## config.mk

```make
export PLATFORM = sky130hd
export DESIGN_NAME = mem_access_ctrl
export DESIGN_NICKNAME = d
export VERILOG_FILES = /design/src/rtl/mem_access_ctrl.sv
export SDC_FILE = /design/constraint.sdc
export NUM_CORES = 1
export LEC_CHECK = 0
export ABC_CLOCK_PERIOD_IN_PS = 5350
export CAP_MARGIN = 5
export CORE_MARGIN = 2
export CORE_UTILIZATION = 49
export DETAILED_ROUTE_END_ITERATION = 7
export PLACE_DENSITY = 0.87
export SLEW_MARGIN = 20
export SYNTH_ARGS = -nofsm -noshare
export SYNTH_HDL_FRONTEND = slang
export SYNTH_SLANG_ARGS = --single-unit
export TNS_END_PERCENT = 20
```

## constraint.sdc

```tcl
create_clock -name i_clock -period 5.35 [get_ports i_clock]
set_input_delay 1.07 -clock i_clock [delete_from_list [all_inputs] [get_ports i_clock]]
set_output_delay 1.07 -clock i_clock [all_outputs]
set_load 0.01 [all_outputs]
```

## src/rtl/mem_access_ctrl.sv

```systemverilog
// MEM-stage load/store sequencer: holds one request against a variable-latency data
// memory, stalls the pipeline meanwhile, and aligns/extends loads or replicates stores.
module mem_access_ctrl #(
  parameter int TAM_DATO = 32,
  parameter int TAM_DIR  = 32,
  parameter int TAM_MASK = 2,
  parameter int TIMEOUT  = 15
) (
  input  logic                  i_clock,
  input  logic                  i_reset,
  input  logic                  i_valid,
  input  logic                  i_mem_read,
  input  logic                  i_mem_write,
  input  logic                  i_is_unsigned,
  input  logic [TAM_MASK-1:0]   i_mascara,
  input  logic [TAM_DIR-1:0]    i_addr,
  input  logic [TAM_DATO-1:0]   i_wdata,
  output logic                  o_stall,
  output logic                  o_rdata_valid,
  output logic [TAM_DATO-1:0]   o_rdata,
  output logic                  o_misaligned,
  output logic                  o_bus_error,
  output logic                  o_mem_en,
  output logic [3:0]            o_mem_we,
  output logic [TAM_DIR-3:0]    o_mem_addr,
  output logic [TAM_DATO-1:0]   o_mem_wdata,
  input  logic                  i_mem_ack,
  input  logic [TAM_DATO-1:0]   i_mem_rdata
);

  localparam int CW = $clog2(TIMEOUT + 1);
  localparam logic [CW-1:0] TIMEOUT_C = CW'(TIMEOUT);

  localparam logic [1:0] S_IDLE   = 2'd0;
  localparam logic [1:0] S_ACCESS = 2'd1;
  localparam logic [1:0] S_DONE   = 2'd2;
  localparam logic [1:0] S_FAULT  = 2'd3;

  logic [1:0]          state_q, state_d;
  logic [CW-1:0]       cnt_q, cnt_d;
  logic [TAM_DIR-1:0]  addr_q, addr_d;
  logic [TAM_MASK-1:0] mask_q, mask_d;
  logic                uns_q, uns_d;
  logic                is_load_q, is_load_d;
  logic                err_q, err_d;
  logic [3:0]          we_q, we_d;
  logic [TAM_DATO-1:0] wdata_q, wdata_d;
  logic [TAM_DATO-1:0] rdata_q, rdata_d;

  logic                start;
  logic                misaligned;
  logic [3:0]          req_we;
  logic [TAM_DATO-1:0] req_wdata;
  logic [TAM_DATO-1:0] lane;
  logic [TAM_DATO-1:0] load_ext;
  logic [CW-1:0]       cnt_inc;

  assign start      = i_valid & (i_mem_read | i_mem_write);
  assign misaligned = ((i_mascara == 2'b01) & i_addr[0]) | (i_mascara[1] & (|i_addr[1:0]));
  assign cnt_inc    = cnt_q + CW'(1);

  // Byte enables and lane-replicated data for the incoming request; loads drive no enables.
  always_comb begin
    req_we    = 4'b0000;
    req_wdata = i_wdata;
    case (i_mascara)
      2'b00: begin
        req_we    = 4'b0001 << i_addr[1:0];
        req_wdata = {4{i_wdata[7:0]}};
      end
      2'b01: begin
        req_we    = i_addr[1] ? 4'b1100 : 4'b0011;
        req_wdata = {2{i_wdata[15:0]}};
      end
      default: req_we = 4'b1111;
    endcase
    if (!i_mem_write) req_we = 4'b0000;
  end

  assign lane = i_mem_rdata >> {addr_q[1:0], 3'b000};

  always_comb begin
    case (mask_q)
      2'b00:   load_ext = {{24{~uns_q & lane[7]}}, lane[7:0]};
      2'b01:   load_ext = {{16{~uns_q & lane[15]}}, lane[15:0]};
      default: load_ext = lane;
    endcase
  end

  // NOTE: every next-state value defaults to its current flop so no path leaves one unassigned (no latches).
  always_comb begin
    state_d   = state_q;
    cnt_d     = cnt_q;
    addr_d    = addr_q;
    mask_d    = mask_q;
    uns_d     = uns_q;
    is_load_d = is_load_q;
    err_d     = err_q;
    we_d      = we_q;
    wdata_d   = wdata_q;
    rdata_d   = rdata_q;
    case (state_q)
      S_IDLE: begin
        if (start) begin
          if (misaligned) begin
            state_d = S_FAULT;
          end else begin
            state_d   = S_ACCESS;
            addr_d    = i_addr;
            mask_d    = i_mascara;
            uns_d     = i_is_unsigned;
            is_load_d = ~i_mem_write;
            we_d      = req_we;
            wdata_d   = req_wdata;
            err_d     = 1'b0;
            cnt_d     = '0;
          end
        end
      end
      S_ACCESS: begin
        // An ack in the final allowed cycle still wins over the timeout.
        if (i_mem_ack) begin
          state_d = S_DONE;
          if (is_load_q) rdata_d = load_ext;
        end else if (cnt_inc == TIMEOUT_C) begin
          state_d = S_DONE;
          err_d   = 1'b1;
          rdata_d = '0;
        end else begin
          cnt_d = cnt_inc;
        end
      end
      S_DONE: begin
        state_d = S_IDLE;
        cnt_d   = '0;
      end
      default: state_d = S_IDLE;
    endcase
  end

  // NOTE: sequential state uses non-blocking assignments so all flops update from pre-edge values.
  always_ff @(posedge i_clock or negedge i_reset) begin
    if (!i_reset) begin
      state_q   <= S_IDLE;
      cnt_q     <= '0;
      addr_q    <= '0;
      mask_q    <= '0;
      uns_q     <= 1'b0;
      is_load_q <= 1'b0;
      err_q     <= 1'b0;
      we_q      <= 4'b0000;
      wdata_q   <= '0;
      rdata_q   <= '0;
    end else begin
      state_q   <= state_d;
      cnt_q     <= cnt_d;
      addr_q    <= addr_d;
      mask_q    <= mask_d;
      uns_q     <= uns_d;
      is_load_q <= is_load_d;
      err_q     <= err_d;
      we_q      <= we_d;
      wdata_q   <= wdata_d;
      rdata_q   <= rdata_d;
    end
  end

  assign o_stall       = (state_q == S_ACCESS) | ((state_q == S_IDLE) & start & ~misaligned);
  assign o_mem_en      = (state_q == S_ACCESS);
  assign o_mem_we      = o_mem_en ? we_q : 4'b0000;
  assign o_mem_addr    = o_mem_en ? addr_q[TAM_DIR-1:2] : '0;
  assign o_mem_wdata   = o_mem_en ? wdata_q : '0;
  assign o_rdata_valid = (state_q == S_DONE) & is_load_q & ~err_q;
  assign o_bus_error   = (state_q == S_DONE) & err_q;
  assign o_misaligned  = (state_q == S_FAULT);
  assign o_rdata       = rdata_q;

endmodule

```

; ---- Yosys cells after proc, flatten, opt, wreduce, memory -nomap -nowiden
; Cells that the tools add are included.
[classes]
n_reduce_logical = 12
n_bitwise = 17
mux = 26
eq_ne = 13
addsub = 1
shift = 2
[op_table]
columns = cell, n
row1 = $mux W32, 4
row2 = $pmux W32 S2, 2
row3 = $shr A32 B5 Y32, 1
row4 = $mux W30, 1
row5 = $mux W4, 7
row6 = $pmux W4 S3, 1
row7 = $and A1 B1 Y1, 10
row8 = $reduce_and A5 Y1, 2
row9 = $mux W2, 4
row10 = $ne A2 B2 Y1 const B, 4
row11 = $pmux W4 S2, 1
row12 = $eq A2 B1 Y1 const B, 3
row13 = $logic_not A2 Y1, 3
row14 = $reduce_and A3 Y1, 2
row15 = $add A4 B1 Y4 const B, 1
row16 = $eq A2 B2 Y1 const B, 2
row17 = $eq A4 B4 Y1 const B, 1
row18 = $mux W1, 4
row19 = $ne A2 B1 Y1 const B, 2
row20 = $not A1 Y1, 4
row21 = $pmux W2 S2, 1
row22 = $reduce_bool A2 Y1, 2
row23 = $shl A1 B2 Y4 const A, 1
row24 = $ne A3 B1 Y1 const B, 1
row25 = 5 further kinds, 7
[word_totals]
inputBits = 105
ff_bits = 111

; ---- Depth between registers and ports, before layout
; Gate-level depths: netlist of the first run.
[depth]
depth_word = 6
depth_mapped = 8

; ---- Least setup slack after synthesis of the first run
; OpenSTA, ideal clock, no wires.
[synth_timing]
path_kind = input -> output
start = input port i_mascara[1]
end = output port o_stall
path_slack_ns = 2.025
t_required_ns = 4.280
stages = 7
path_buffers = 3
arrival_ns = 2.255
path_cell_list = nor2_8 -> nor2_1 -> or3_1 -> clkbuf_1 -> buf_2 -> buf_2 -> nand2_1
[synth_between]
elab_chain_cells = 6
elab_cells_between_ends = 7
cone_classes = 1 x eq/ne / 6 x bitwise
[synth_rtl]
columns = element, line_no
row1 = from (decl), 15  ; input logic [TAM_MASK-1:0] i_mascara,
row2 = $eq A2 B1 Y1, 59  ; assign misaligned = ((i_mascara == 2'b01) & i_addr[0]) | (i_mascara[1] & (|i_addr[1:0]));
row3 = $and A1 B1 Y1, 59
row4 = $or A1 B1 Y1 *, 59
row5 = $not A1 Y1 (no source line) *, --
row6 = $and A1 B1 Y1 *, 168  ; assign o_stall = (state_q == S_ACCESS) | ((state_q == S_IDLE) & start & ~misaligned);
row7 = $or A1 B1 Y1 *, 168
row8 = to (decl), 18  ; output logic o_stall,
; Mark *: on every way between the ends. The rest lies on a longest branch, timed or not.

; ---- Final worst setup path of the first run
; Ends and elaborated chain as after synthesis.

==> summary.log, run 1 <==
[routing] average via count per standard cell 5.43
[routing] via total after detailed routing 5148
[clock_tree] clock sink count 111
[layout] total area of multi-input combinational cells 2710 sq um
[setup_path] category of the most critical setup path input pin to primary output
[floorplan] Initial Util 0.501
[clock_tree] Max clock buf depth 2
[floorplan] count of boundary I/O pins 208
[floorplan] die span in y 112 um
[layout] leading cell types in the layout, fill and taps excluded clkdlybuf4s50_1, nand2_1, dfrtp_1, and2_1, o21ai_0
[pwr] power density over cell area 438 nW/um^2
[routing] detailed-routed wire length on met2 8070 um
[logic_synthesis] Post-Syn Area per Cell 9.18 sq um
[clock_tree] cell at the root of the clock tree clkbuf_16
[global_routing] first-pass GRT wire length 26700 um
[layout] Util after Layout 0.711
[global_routing] global-route usage over all layers 0.266
[logic_synthesis] total of flip-flops plus latches after synthesis 111
[setup_path] end point of the critical path o_stall
[setup_path] endpoint class of the critical path primary output
[setup_path] Worst Setup Start Kind input pin
[sta] summed negative setup slack over all endpoints 0 ps
[floorplan] Placement Rows 39
[sta] Layout Skew 8.52 ps
[setup_path] Worst R2R Start state_q[1]
[sta] final setup vio count 0
[placement] worst slack after detailed placement 1000 ps
[run_status] outcome complete, no violations
[floorplan] Placeable Area 11400 sq um
[setup_path] data arrival time of the critical path 3270 ps
[clock_tree] CTS tree built
[flow_run] max cap viols 0
[hold_path] worst hold-check path type register to register
[setup_path] required time worst endpoint 4280 ps
[sta] clock period minus worst slack 4340 ps
[clock_tree] post-CTS resize count 0
[layout] sequential cell area in the final layout 2780 sq um
[sta] normalized max-slew margin 0.343
[logic_synthesis] total standard cell area after synthesis 5700 sq um
[routing] met3 WL 1410 um
[sta] fin worst setup slack 1010 ps
[setup_path] Worst Path Max Fanout 29
[logic_synthesis] count of mapped cells out of synthesis 621
[clock_tree] Post-CTS Setup Bufs 0
[layout] most common cell after layout, fill and taps aside clkdlybuf4s50_1
[placement] gp weighted congestion 0.900
[routing] number of iterations in the first detailed-routing pass 4
[floorplan] Die Span X 112 um
[setup_path] R2R Path End o_rdata[28]
[logic_synthesis] nets in the synthesized netlist 728
[logic_synthesis] unique cell type count in the Yosys netlist 43
[global_routing] number of antenna violations at the first check in global routing 0
[sta] part of the cycle the worst path needs 0.811
[clock_tree] clock transition time at the flip-flop clock pins of the worst setup and hold paths 70 ps
[logic_synthesis] number of warning messages in the yosys log 0
[routing] Top Metal Used met4
[routing] Routed WL per cell 17.3 um
[setup_path] most used cell along the critical path clkdlybuf4s50_1
[setup_path] Largest stage delay, worst path 530 ps
[routing] final antenna-violating net count 0
[clock_tree] number of buffers added to fix hold violations after cts 0
[setup_path] reg2reg path depth 6
[clock_tree] Num CTS Buffers 9
[routing] number of DRC markers after the initial detailed-route iteration 334
[layout] diode count 0
[routing] drt drc 0
[clock_tree] H-Tree Depth 3
[layout] final-stage net count 908
[sta] number of hold-slack violations in the final timing report 0
[global_routing] number of global-route vias before repair 5336
[setup_path] CP max-delay cell clkdlybuf4s50_1
[layout] Synth-to-Final Area Change 41.7%
[routing] Routed WL 16400 um
[sta] Tightest Pin Transition 985 ps
[sta] total count of max-transition violations in the final report 0
[floorplan] full die area 12500 sq um
[sta] unrepaired setup endpoints after global routing false
[routing] met1 wire length 6610 um
[clock_tree] worst skew pair latency 340 ps
[placement] DP HPWL 12000 um
[global_routing] total global routing overflow 0
[setup_path] flop-to-flop setup slack 1680 ps
[setup_path] start point of the critical path i_mascara[1]
[layout] filler instances 863
[pwr] peak supply drop 0.241 mV
[global_routing] largest net degree at the start of global routing 104
[logic_synthesis] post-synthesis sequential area ratio 0.487
[setup_path] cells along the critical path clkdlybuf4s50_1 -> buf_4 -> a21oi_1 -> nor2_1 -> or3_2 -> nand2_1 -> clkdlybuf4s50_1
[layout] share of layout cells above drive strength 1 0.0646
[sta] highest achievable clock rate 231 MHz
[placement] count of port buffers added during placement 207
[pwr] static leakage 3.69 nW
[cells in the mapped netlist]
| library cell | count | area [sq um] |
|---|---|---|
| nand2_1 | 176 | 661 |
| dfrtp_1 | 111 | 2780 |
| and2_1 | 68 | 425 |
| o21ai_0 | 46 | 230 |
| mux2i_1 | 40 | 400 |
| clkbuf_1 | 26 | 97.6 |
| a21oi_1 | 22 | 110 |
| buf_2 | 15 | 75.1 |
| nor2_1 | 12 | 45.0 |
| a221o_2 | 10 | 113 |
| and3_1 | 9 | 56.3 |
| o2bb2ai_1 | 9 | 78.8 |
| a21o_1 | 8 | 60.1 |
| mux2_2 | 7 | 78.8 |
| a221o_1 | 6 | 60.1 |
| inv_1 | 6 | 22.5 |
| nand3_1 | 6 | 30.0 |
| nor2b_1 | 4 | 25.0 |
| o31ai_1 | 4 | 30.0 |
| nor3_1 | 3 | 15.0 |
| o211ai_1 | 3 | 22.5 |
| or4_1 | 3 | 22.5 |
| a31oi_1 | 2 | 12.5 |
| buf_6 | 2 | 22.5 |
| ha_1 | 2 | 25.0 |
| nor3b_1 | 2 | 15.0 |
| o22ai_1 | 2 | 12.5 |
| or3_1 | 2 | 12.5 |
| a2111oi_4 | 1 | 27.5 |
| a2bb2oi_1 | 1 | 8.76 |
| a32o_1 | 1 | 10.0 |
| and4b_1 | 1 | 10.0 |
| buf_1 | 1 | 3.75 |
| inv_2 | 1 | 3.75 |
| mux2_1 | 1 | 11.3 |
| mux2_4 | 1 | 15.0 |
| nand2b_1 | 1 | 6.26 |
| nor2_8 | 1 | 20.0 |
| nor3b_2 | 1 | 12.5 |
| o21ba_2 | 1 | 10.0 |
| o221a_2 | 1 | 11.3 |
| or2_2 | 1 | 6.26 |
| or2_4 | 1 | 8.76 |
[critical path: cells and delay by family]
family,cells,cell delay (ps)
buffers and inverters,3,1330
and+or+nand+nor,3,680
AOI/OAI and AO/OA,1,190
[final cells by class]
type	count	share of cell area
clock buffers	9	0.0279
clock inverters	6	0.00573
inverters	7	0.00325
multi-input cells	459	0.336
flip-flops and latches	111	0.344
well taps	143	0.0221
repair buffers	213	0.262
[worst min-delay path by stage]
stage	endpoint	from	slack, ps	depth (start not counted)
after floorplan	addr_q[10]	addr_q[10]	440	2
after global placement	wdata_q[0]	wdata_q[0]	450	2
after detailed placement	addr_q[4]	addr_q[4]	450	2
after CTS	addr_q[4]	addr_q[4]	470	2
after global routing	o_rdata[7]	o_rdata[7]	500	1
final	wdata_q[7]	wdata_q[7]	470	2
[sequential cells by signal (all words and copies together), names as in the netlist]
register and count:
addr_q 32, o_rdata 32, wdata_q 32, cnt_q 4, we_q 4, mask_q 2
state_q 2, err_q 1, is_load_q 1, uns_q 1
[per-layer routing]
metal  vias up  track usage
li1       2453            -
met1      2470        0.330
met5         -            0
met4         0       0.0872
met3        24       0.0751
met2       201        0.448
[report_power, final]
part | total (W) | switching (W) | internal [W]
combinational | 0.00144 | 0.000653 | 0.000788
sequential | 0.00148 | 0.000284 | 0.00120
clock | 0.000621 | 0.000304 | 0.000317
total | 0.00354 | 0.00124 | 0.00230
[kinds of logic (layout without fill, tap and decap cells)]
logic type                 after synthesis  in the layout  share of synthesized area
DFF                                    111            111                      0.487
adders and majority gates                2              2                    0.00439
muxes                                   49             49                     0.0887
and+or+nand+nor                        291            291                      0.241
AOI/OAI and AO/OA                      117            117                      0.140
buffers and inverters                   51            235                     0.0395
[metrics by stage]
stage	hold slack (ps)	instances	area [sq um]	power [W]
after CTS	471	948	8080	0.00357
after detailed placement	454	933	7810	0.00294
after global placement	452	933	7810	0.00288
after global routing	499	948	8080	0.00379
after floorplan	437	621	5700	0.00222
final	467	948	8080	0.00354
No activity file was read; power rests on OpenSTA's default activity.
==> inputs of run 2 (changes only) <==
Settings changed: ABC_CLOCK_PERIOD_IN_PS 5350 to 3700, CORE_UTILIZATION 49 to 41, PLACE_DENSITY 0.87 to 0.78.
Clock period 5.35 ns to 3.7 ns, I/O delays scaled along.
==> run 2 against run 1 <==
  * Global-route usage fell by 3.5 points
  * Die area rose by 19%
  * Sequential power rose by 41%
  * Power rose by 50%
  * Combinational power rose by 52%
  * Largest power group is now combinational logic
  * Clock power rose by 67%
  * Wire length rose by 3.9%
  * Via count rose by 1.9%
  * Clock skew fell by 2.3 ps
  * Cell count rose by 5.2%
  * Cell area rose by 2.2%
==> summary.log, run 2 (synthesized netlist as in run 1, its figures left out) <==
[run_status] outcome complete, no violations
[setup_path] Worst Setup Start Kind input pin
[clock_tree] post-CTS resize count 0
[setup_path] Worst R2R Start state_q[1]
[routing] number of iterations in the first detailed-routing pass 5
[placement] DP HPWL 12500 um
[global_routing] global-route usage over all layers 0.231
[routing] met3 WL 1560 um
[layout] filler instances 1170
[layout] Synth-to-Final Area Change 44.9%
[sta] normalized max-slew margin 0.350
[global_routing] number of antenna violations at the first check in global routing 0
[floorplan] Die Span X 122 um
[global_routing] largest net degree at the start of global routing 104
[routing] final antenna-violating net count 0
[routing] detailed-routed wire length on met2 7820 um
[layout] sequential cell area in the final layout 2780 sq um
[flow_run] max cap viols 0
[clock_tree] clock sink count 111
[sta] part of the cycle the worst path needs 0.962
[layout] Util after Layout 0.602
[setup_path] category of the most critical setup path input pin to primary output
[clock_tree] worst skew pair latency 350 ps
[sta] clock period minus worst slack 3560 ps
[layout] diode count 0
[routing] Routed WL 17100 um
[pwr] power density over cell area 642 nW/um^2
[clock_tree] Post-CTS Setup Bufs 0
[layout] leading cell types in the layout, fill and taps excluded clkdlybuf4s50_1, nand2_1, dfrtp_1, and2_1, o21ai_0
[setup_path] required time worst endpoint 2960 ps
[sta] summed negative setup slack over all endpoints 0 ps
[sta] highest achievable clock rate 281 MHz
[global_routing] first-pass GRT wire length 26800 um
[setup_path] Worst Path Max Fanout 6
[setup_path] start point of the critical path i_mascara[1]
[clock_tree] number of buffers added to fix hold violations after cts 0
[sta] final setup vio count 0
[setup_path] flop-to-flop setup slack 680 ps
[sta] Layout Skew 6.18 ps
[routing] average via count per standard cell 5.26
[sta] unrepaired setup endpoints after global routing false
[routing] drt drc 0
[floorplan] Initial Util 0.416
[hold_path] worst hold-check path type register to register
[routing] Top Metal Used met4
[sta] number of hold-slack violations in the final timing report 0
[pwr] peak supply drop 0.303 mV
[clock_tree] cell at the root of the clock tree clkbuf_16
[global_routing] number of global-route vias before repair 5146
[floorplan] die span in y 122 um
[clock_tree] CTS tree built
[placement] gp weighted congestion 0.867
[clock_tree] Max clock buf depth 2
[routing] Routed WL per cell 17.1 um
[routing] via total after detailed routing 5244
[setup_path] data arrival time of the critical path 2820 ps
[floorplan] Placement Rows 43
[routing] met1 wire length 7310 um
[sta] total count of max-transition violations in the final report 0
[floorplan] count of boundary I/O pins 208
[layout] final-stage net count 920
[hold_path] beginning of the worst hold path addr_q[5]
[clock_tree] clock transition time at the flip-flop clock pins of the worst setup and hold paths 70 ps
[routing] number of DRC markers after the initial detailed-route iteration 397
[layout] total area of multi-input combinational cells 2720 sq um
[floorplan] full die area 14900 sq um
[pwr] static leakage 3.77 nW
[clock_tree] Num CTS Buffers 9
[clock_tree] H-Tree Depth 3
[layout] share of layout cells above drive strength 1 0.0747
[floorplan] Placeable Area 13700 sq um
[placement] count of port buffers added during placement 207
[global_routing] total global routing overflow 0
[sta] Tightest Pin Transition 975 ps
[setup_path] endpoint class of the critical path primary output
[layout] most common cell after layout, fill and taps aside clkdlybuf4s50_1
-- run 2: cell count changes in the layout (fill, tap and decap cells not counted), sizes merged --
cell / change
bufinv: +2
buf: +12
clkinvlp: -1
inv: -2
clkbuf: +3
clkinv: -2
-- run 2: final timing paths --
check / to / cells after the start
setup / recovery: o_stall / 6
hold reg to reg: addr_q[5] / 2
min in group asynchronous: wdata_q[13] / 1
setup reg to reg: o_rdata[30] / 8
hold / removal: addr_q[5] / 2
max in group asynchronous: addr_q[30] / 2
-- run 2: area by class of cell --
| cell class | count | area share |
|---|---|---|
| multi-input combinational | 459 | 0.329 |
| timing repair buffer | 225 | 0.267 |
| inverter | 7 | 0.00318 |
| tap | 180 | 0.0273 |
| clock inverter | 3 | 0.00818 |
| sequential | 111 | 0.336 |
| clock buffer | 12 | 0.0298 |
-- run 2: through the flow --
step                      cell area (sq um)  power [W]  worst slack [ps]  cells  hold WS (ps)
after floorplan                        5700    0.00320              1030    621           437
after global placement                 7950    0.00420               318    982           449
after detailed placement               7950    0.00429               182    982           454
after CTS                              8260    0.00535               177    997           472
after global routing                   8260    0.00566              94.2    997           487
final                                  8260    0.00531               140    997           465
-- run 2: worst max-delay path, cell delays in order --
cell and delay [ps]:
clkdlybuf4s50_1 660, a21oi_1 290, nor2_1 120, or3_4 390, nand2_1 80, clkdlybuf4s50_1 540
-- run 2: layer usage --
layer  track usage  up-vias
li1              -     2478
met1         0.304     2514
met2         0.366      227
met3        0.0637       25
met4        0.0812        0
met5             0        -
-- run 2: where the power goes --
part           total (W)  switching (W)  internal [W]
Combinational    0.00219        0.00103       0.00117
Clock            0.00104       0.000428      0.000609
Sequential       0.00208       0.000347       0.00173
Total            0.00531        0.00180       0.00351
==> inputs of run 3 (changes only) <==
Settings changed: ABC_CLOCK_PERIOD_IN_PS 3700 to 4400, CAP_MARGIN 5 to 20, CORE_ASPECT_RATIO set to 1.5, CORE_UTILIZATION 41 to 49, PLACE_DENSITY 0.78 to 0.87.
Clock period 3.7 ns to 4.4 ns, I/O delays scaled along.
==> run 3 against run 2 <==
  * Cell count is 3.7% lower
  * Register-to-register slack better by 520 ps
  * Non-clock buffer count down 7
  * Sequential power down 16%
  * Global-route usage up 3.6 points
  * Clock power decreased by 26%
  * First-iteration DRC count down 43%
  * Flip-flop and latch count stayed put
  * Sequential share of layout area is 0.52 points higher
  * Wire length down 4.0%
  * Power shrank 18%
==> summary.log, run 3 (synthesized netlist as in run 1, its figures left out) <==
[run_status] outcome complete, no violations
[floorplan] Die Span X 92.1 um
[clock_tree] Post-CTS Setup Bufs 0
[floorplan] Placeable Area 11400 sq um
[layout] final-stage net count 913
[layout] Synth-to-Final Area Change 42.7%
[layout] leading cell types in the layout, fill and taps excluded clkdlybuf4s50_1, nand2_1, dfrtp_1, and2_1, o21ai_0
[hold_path] Hold Path Cell Cnt 2
[setup_path] data arrival time of the critical path 3110 ps
[global_routing] number of antenna violations at the first check in global routing 0
[layout] diode count 0
[pwr] combinational share of power 0.422
[floorplan] Initial Util 0.500
[routing] Routed WL 16400 um
[pwr] portion of total power attributed to sequential cells 0.400
[sta] total count of max-transition violations in the final report 0
[flow_run] max cap viols 0
[sta] summed negative setup slack over all endpoints 0 ps
[sta] Tightest Pin Transition 950 ps
[routing] number of iterations in the first detailed-routing pass 5
[placement] gp weighted congestion 0.880
[pwr] Internal 0.00286 W
[clock_tree] Num CTS Buffers 9
[setup_path] endpoint class of the critical path primary output
[placement] count of port buffers added during placement 207
[routing] average via count per standard cell 5.46
[sta] part of the cycle the worst path needs 0.907
[sta] worst hold slack across all endpoints 466 ps
[clock_tree] worst skew pair latency 350 ps
[sta] unrepaired setup endpoints after global routing false
[clock_tree] H-Tree Depth 3
[clock_tree] clock transition time at the flip-flop clock pins of the worst setup and hold paths 60 ps
[hold_path] end point of the most critical hold path addr_q[17]
[sta] normalized max-slew margin 0.367
[clock_tree] clock sink count 111
[setup_path] Worst Path Max Fanout 10
[setup_path] required time worst endpoint 3520 ps
[clock_tree] Max clock buf depth 2
[routing] number of DRC markers after the initial detailed-route iteration 228
[sta] highest achievable clock rate 251 MHz
[pwr] switching power as a share of total power 0.342
[floorplan] Placement Rows 48
[global_routing] total global routing overflow 0
[pwr] static leakage 3.73 nW
[setup_path] reg2reg path depth 7
[routing] final antenna-violating net count 0
[clock_tree] CTS tree built
[layout] share of layout cells above drive strength 1 0.0654
[sta] clock period minus worst slack 3990 ps
[global_routing] global-route usage over all layers 0.267
[sta] number of hold-slack violations in the final timing report 0
[setup_path] R2R Path End o_rdata[27]
[clock_tree] post-CTS resize count 0
[floorplan] die span in y 136 um
[layout] most common cell after layout, fill and taps aside clkdlybuf4s50_1
[pwr] power density over cell area 534 nW/um^2
[hold_path] worst hold-check path type register to register
[global_routing] number of global-route vias before repair 5342
[sta] final setup vio count 0
[setup_path] Worst Setup Start Kind input pin
[clock_tree] cell at the root of the clock tree clkbuf_16
[pwr] peak supply drop 0.255 mV
[setup_path] flop-to-flop setup slack 1200 ps
[global_routing] largest net degree at the start of global routing 104
[floorplan] count of boundary I/O pins 208
[clock_tree] number of buffers added to fix hold violations after cts 0
[routing] via total after detailed routing 5240
[pwr] proportion of power drawn by the clock network 0.178
[floorplan] full die area 12500 sq um
[global_routing] first-pass GRT wire length 26200 um
[placement] DP HPWL 12300 um
[routing] Routed WL per cell 17.1 um
[setup_path] category of the most critical setup path input pin to primary output
[setup_path] Worst R2R Start state_q[1]
[pwr] switching power 0.00149 W
[hold_path] beginning of the worst hold path addr_q[17]
[sta] Layout Skew 7.67 ps
[routing] drt drc 0
==> run 3: power by group through the flow <==
| stage | clock network (W) | logic (W) | registers, W |
|---|---|---|---|
| 2_1_floorplan | 0 | 0.000982 | 0.00171 |
| 3_3_place_gp | 0 | 0.00179 | 0.00172 |
| 3_5_place_dp | 0 | 0.00184 | 0.00175 |
| 4_1_cts | 0.000786 | 0.00185 | 0.00174 |
| 5_1_grt | 0.000824 | 0.00201 | 0.00180 |
| 6_report | 0.000772 | 0.00183 | 0.00174 |
==> run 3: per-layer routing <==
| layer | part of all wire | GRT usage | up-vias |
|---|---|---|---|
| li1 | - | - | 2464 |
| met4 | 0.031 | 0.111 | 0 |
| met2 | 0.53 | 0.477 | 221 |
| met1 | 0.37 | 0.308 | 2524 |
| met5 | 0 | 0 | - |
| met3 | 0.068 | 0.0588 | 31 |
==> run 3: worst max-delay path, cell delays in order <==
cell	delay [ps]
clkdlybuf4s50_1	620
nor2_8	320
nor2_1	160
or3_2	490
nand2_1	80
clkdlybuf4s50_1	550
==> run 3: worst max-delay path by stage <==
stage / from / to / slack (ps) / cells after the start
2_1_floorplan: i_mascara[1] / o_stall / 1450 / 7
3_3_place_gp: i_mascara[1] / o_stall / 470 / 6
3_5_place_dp: i_mascara[1] / o_stall / 420 / 6
4_1_cts: i_mascara[1] / o_stall / 420 / 6
5_1_grt: i_mascara[1] / o_stall / 320 / 6
6_report: i_mascara[1] / o_stall / 410 / 6
==> run 3: final cells by class <==
type                       count  area, sq um
fill                         863         3270
timing repair buffer         218         2160
tap                          150          188
sequential                   111         2780
inverter                       7         26.3
clock buffer                  15          278
multi-input combinational    459         2710
==> run 3: metrics by stage <==
step / instances / area, sq um / util / power, W / setup slack, ps
final: 960 / 8140 / 0.713 / 0.00434 / 410
after floorplan: 621 / 5700 / - / 0.00269 / 1450
after CTS: 960 / 8130 / 0.713 / 0.00437 / 415
after global routing: 960 / 8140 / 0.713 / 0.00463 / 320
after detailed placement: 945 / 7860 / 0.688 / 0.00359 / 423
after global placement: 945 / 7860 / 0.688 / 0.00351 / 470
